`src/rtl/uart_rx_fifo.sv`:
```
// Receive buffer behind the UART core: turns rx_done rising edges into pushes
// into a first-word-fall-through FIFO, with overrun, threshold and idle-timeout status.
module uart_rx_fifo #(
    parameter int DEPTH = 16,
    parameter int AW    = 4
) (
    input  logic          clk_i,
    input  logic          rst_i,
    input  logic [7:0]    rx_data_i,
    input  logic          rx_done_i,
    input  logic          rd_en_i,
    output logic [7:0]    rd_data_o,
    output logic          empty_o,
    output logic          full_o,
    output logic [AW:0]   count_o,
    output logic          overrun_o,
    input  logic          clr_overrun_i,
    input  logic [AW:0]   thresh_i,
    output logic          thresh_irq_o,
    input  logic [15:0]   timeout_cycles_i,
    output logic          timeout_irq_o,
    input  logic          clr_timeout_i
);

    logic [7:0]    mem [DEPTH];
    logic [AW-1:0] wp, rp;
    logic [AW:0]   count;
    logic          done_q;
    logic [15:0]   idle_cnt;
    logic          push, pop, wr, ov_set, to_set, to_en;

    assign empty_o = (count == '0);
    assign full_o  = (count == (AW+1)'(DEPTH));
    assign count_o = count;

    assign push   = rx_done_i & ~done_q;
    assign pop    = rd_en_i & ~empty_o;
    // A push into a full FIFO still lands when a pop frees a slot in the same cycle.
    assign wr     = push & (~full_o | pop);
    assign ov_set = push & full_o & ~pop;
    assign to_en  = (timeout_cycles_i != 16'd0);
    assign to_set = to_en && (idle_cnt == timeout_cycles_i) && !empty_o;

    assign rd_data_o    = empty_o ? 8'h00 : mem[rp];
    assign thresh_irq_o = (thresh_i != '0) && (count >= thresh_i);

    always_ff @(posedge clk_i) begin
        if (!rst_i && wr)
            mem[wp] <= rx_data_i;
    end

    always_ff @(posedge clk_i) begin
        if (rst_i) begin
            wp            <= '0;
            rp            <= '0;
            count         <= '0;
            done_q        <= 1'b1;
            idle_cnt      <= 16'd0;
            overrun_o     <= 1'b0;
            timeout_irq_o <= 1'b0;
        end else begin
            done_q <= rx_done_i;
            if (wr)
                wp <= wp + 1'b1;
            if (pop)
                rp <= rp + 1'b1;
            if (wr && !pop)
                count <= count + 1'b1;
            else if (pop && !wr)
                count <= count - 1'b1;

            if (ov_set)
                overrun_o <= 1'b1;
            else if (clr_overrun_i)
                overrun_o <= 1'b0;

            // Clamp rather than hold so a lowered timeout compares immediately.
            if (push || pop || empty_o || !to_en)
                idle_cnt <= 16'd0;
            else if (idle_cnt >= timeout_cycles_i)
                idle_cnt <= timeout_cycles_i;
            else
                idle_cnt <= idle_cnt + 16'd1;

            if (to_set)
                timeout_irq_o <= 1'b1;
            else if (pop || clr_timeout_i)
                timeout_irq_o <= 1'b0;
        end
    end

endmodule
```
`config.mk`:
```
export PLATFORM = sky130hd
export DESIGN_NAME = uart_rx_fifo
export DESIGN_NICKNAME = d
export VERILOG_FILES = /design/src/rtl/uart_rx_fifo.sv
export SDC_FILE = /design/constraint.sdc
export NUM_CORES = 1
export LEC_CHECK = 0
export CORE_ASPECT_RATIO = 2
export CORE_MARGIN = 2
export CORE_UTILIZATION = 30
export CTS_BUF_LIST = sky130_fd_sc_hd__clkbuf_16
export CTS_CLUSTER_SIZE = 14
export DETAILED_ROUTE_END_ITERATION = 8
export SLEW_MARGIN = 30
export SYNTH_ARGS = -nofsm -noshare
export SYNTH_HDL_FRONTEND = slang
export SYNTH_SLANG_ARGS = --single-unit
```
`constraint.sdc`:
```
create_clock -name clk_i -period 4 [get_ports clk_i]
set_input_delay 0.4 -clock clk_i [delete_from_list [all_inputs] [get_ports clk_i]]
set_output_delay 0.4 -clock clk_i [all_outputs]
set_load 0.01 [all_outputs]
```
==> key figures <==
Drt
  – Detailed-routed wire length on met3: 666 um
  – Wire length on met2: 9600 um
  – Via count: 4312
  – Number of vias per cell after detailed routing: 5.07
  – Metal1 wirelength: 5750 um
  – Detailed-routing iteration count for the pre-antenna-repair pass: 4
  – Average wire length per cell after detail routing: 19.4 um
  – Number of remaining DRC errors: 0
  – Starting DRC count in detailed routing: 312
  – Number of nets with antenna violations after detailed routing: 0
  – Aggregate routed wire length: 16500 um
  – Topmost layer with routed signal wires: met4

Global route
  – GR Overflow Total: 0
  – Initial antenna violation count: 0
  – Number of global-route vias before repair: 4667
  – Wire length of the first global-routing pass: 25500 um
  – Global-route usage over all layers: 13.5%
  – Pin count of the biggest net entering global routing: 33

Yosys
  – Top FF cell, synth: sky130_fd_sc_hd__edfxtp_1
  – Cell area after synthesis: 0.00730 mm^2
  – Cells after synthesis: 484
  – Count of distinct cell types in the synthesized netlist: 49
  – Syn. warnings: 0
  – Flip-flop and latch count after synthesis: 164
  – Average footprint of a synthesized cell: 15.1 um^2
  – Fraction of registers with async set or reset after synthesis: 0%
  – Number of flops mapped to enable cells by yosys: 128
  – Sequential fraction of the synthesis area: 62.5%
  – Net count after synthesis: 551

Clock tree
  – Post-CTS setup buffer count: 0
  – Source-to-sink clock delay at the later pin of the worst-skew pair: 0.43 ns
  – Clock slew at reported path FFs: 0.06 ns
  – Clock tree from TritonCTS: yes
  – Post-cts gate resize count: 0
  – Htree depth: 4
  – Clock Tree Root: sky130_fd_sc_hd__clkbuf_16
  – Number of sinks driven by the clock tree: 164
  – Maximum clock path buffer count: 2
  – Cts bufs inserted: 17
  – Hold-fix buffers at CTS: 0

Floorplan
  – Overall die height: 225 um
  – CORE AREA: 0.0239 mm^2
  – Total I/O pin count: 53
  – Initial Util: 30.5%
  – Standard-cell row count: 80
  – Total die area: 0.0257 mm^2
  – Width of the chip: 114 um

Worst setup path
  – Worst endpoint data arrival time: 3.02 ns
  – Crit Path Class: register to primary output
  – Worst flop-to-flop path endpoint: count_o[4]
  – Required arrival time at the worst endpoint: 3.60 ns
  – Worst flop-to-flop path startpoint: count_o[0]
  – Crit path capture type: primary output
  – Register-to-Register Setup Slack: 0.88 ns
  – Depth of the worst register-to-register path: 10
  – Startpoint types: register
  – Critical path peak fanout: 21
  – Worst setup path endpoint: rd_data_o[7]

Placed design
  – Global placer's final weighted congestion: 0.807
  – Half-perimeter wire length after placement: 12000 um
  – Cell count after placement: 819
  – Pre-CTS setup slack: 0.771 ns
  – IO Port Bufs: 52

Final layout
  – Diodes inserted: 0
  – Fin util: 36.7%
  – Syn-to-layout area delta: 20.3%
  – Net count reported at finish: 618
  – Share of layout cells above drive strength 1: 17.2%
  – Post-Layout Cell Count: 851

Timing
  – Worst path setup slack after routing: 0.579 ns
  – Final TNS setup: 0 ns
  – Unrepaired setup endpoints after global routing: false
  – Worst-margin pin slew: 0.999 ns
  – Maximum clock skew at final layout: 0.00686 ns
  – Final count of pins violating max slew: 0
  – Fin crit share: 85.5%
  – Final hold violation count: 0
  – Slew margin rel.: 33.1%
  – Time the final worst path needs with I/O delays and setup: 3.42 ns
  – Final setup fails: 0
  – Maximum clock frequency: 292 MHz

Min path
  – Tightest Hold Check Type: register to register

Outcome
  – Status: completed

Power
  – Overall power after layout: 4.74 mW
  – Power density over cell area: 540 mW/mm^2
  – Standby leakage power: 2.97 nW
  – Peak ir drop on the vdd network: 441 uV

Run
  – Max-cap check violation count: 0
==> state kept, by name (all words and copies together), names as in the netlist, named ones only <==
signal         cells
count_o            5
done_q             1
idle_cnt          16
mem              128
overrun_o          1
rp                 4
timeout_irq_o      1
wp                 4
==> synthesized netlist by cell type, drive strengths merged, types with 2 or more instances <==
cell type,count,share of area (%)
a211oi,14,1.4
a21o,2,0.21
a21oi,16,1.1
and3,3,0.26
and4,2,0.24
buf,12,0.94
clkbuf,7,0.36
dfxtp,36,9.9
edfxtp,128,53
ha,31,5.3
inv,29,1.5
mux2i,3,0.41
mux4,40,12
nand2,11,0.63
nand2b,3,0.36
nand3,12,0.82
nand3b,2,0.21
nand4,9,0.77
nor2,38,2.0
nor2b,10,0.86
nor3,16,1.1
nor4,8,0.77
o21ai,9,0.67
o31a,2,0.24
or3,4,0.34
or4,2,0.21
xnor2,12,1.4
xor2,9,1.1
==> final cells by class <==
type                       instances  area, um^2
inverter                          29         109
tap                              287         359
clock buffer                      17         425
sequential                       164        4570
fill                            2246       15100
multi-input combinational        272        2530
clock inverter                    15         145
timing repair buffer              67         646
==> cell usage in the layout (no fill, tap or decap), drive strengths merged, types with 2 or more instances in the layout <==
master / Yosys / final
edfxtp: 128 / 128
clkdlybuf4s50: 0 / 52
mux4: 40 / 40
nor2: 38 / 38
dfxtp: 36 / 36
inv: 29 / 36
ha: 31 / 31
clkbuf: 7 / 17
a21oi: 16 / 16
nor3: 16 / 16
buf: 12 / 15
a211oi: 14 / 14
xnor2: 12 / 12
nand3: 12 / 12
nand2: 11 / 11
nor2b: 10 / 10
xor2: 9 / 9
nand4: 9 / 9
o21ai: 9 / 9
nor4: 8 / 8
clkinv: 0 / 6
or3: 4 / 4
mux2i: 3 / 3
and3: 3 / 3
nand2b: 3 / 3
or4: 2 / 2
o31a: 2 / 2
nand3b: 2 / 2
a21o: 2 / 2
and4: 2 / 2
==> metrics by stage <==
stage	hold WS [ns]	cell area [um^2]
2_1_floorplan	0.459	7300
3_3_place_gp	0.480	8210
3_5_place_dp	0.483	8210
4_1_cts	0.502	8780
5_1_grt	0.523	8780
6_report	0.506	8780
==> cells by family after synthesis <==
family	share of synthesized area, %
AOI/OAI and AO/OA	4.82
xor gates and xnor gates	2.52
adders and majority gates	5.59
buffers and inverters	2.79
DFF	62.5
muxes	12.8
and+or+nand+nor	8.98
==> routing by layer <==
layer | up-vias | global-route usage (%)
li1 | 2011 | -
met1 | 2162 | 13.5
met2 | 115 | 25.9
met3 | 24 | 2.86
met4 | 0 | 6.06
met5 | - | 0
==> critical path, stage by stage, from the launching register on <==
cell and delay, ns:
sky130_fd_sc_hd__dfxtp_2 0.61, sky130_fd_sc_hd__buf_12 0.27, sky130_fd_sc_hd__mux4_2 0.55, sky130_fd_sc_hd__mux4_2 0.47, sky130_fd_sc_hd__nor2b_1 0.17, sky130_fd_sc_hd__clkdlybuf4s50_1 0.51
==> worst min path at each step <==
stage | endpoint | start | cells after the start | slack [ns]
floorplan | register | rp[3] | 2 | 0.46
finish | rp[3] | rp[3] | 2 | 0.51
CTS | rp[3] | rp[3] | 2 | 0.50
global placement | rp[3] | rp[3] | 2 | 0.48
detailed placement | overrun_o | overrun_o | 2 | 0.48
global route | register | rp[3] | 2 | 0.52
==> power breakdown <==
part	internal [mW]	switching, mW	total, mW
Combinational	0.648	0.556	1.20
Clock	0.872	0.695	1.57
Sequential	1.88	0.0903	1.97
Total	3.40	1.34	4.74
Note: power is estimated with default switching activity, not from simulation.
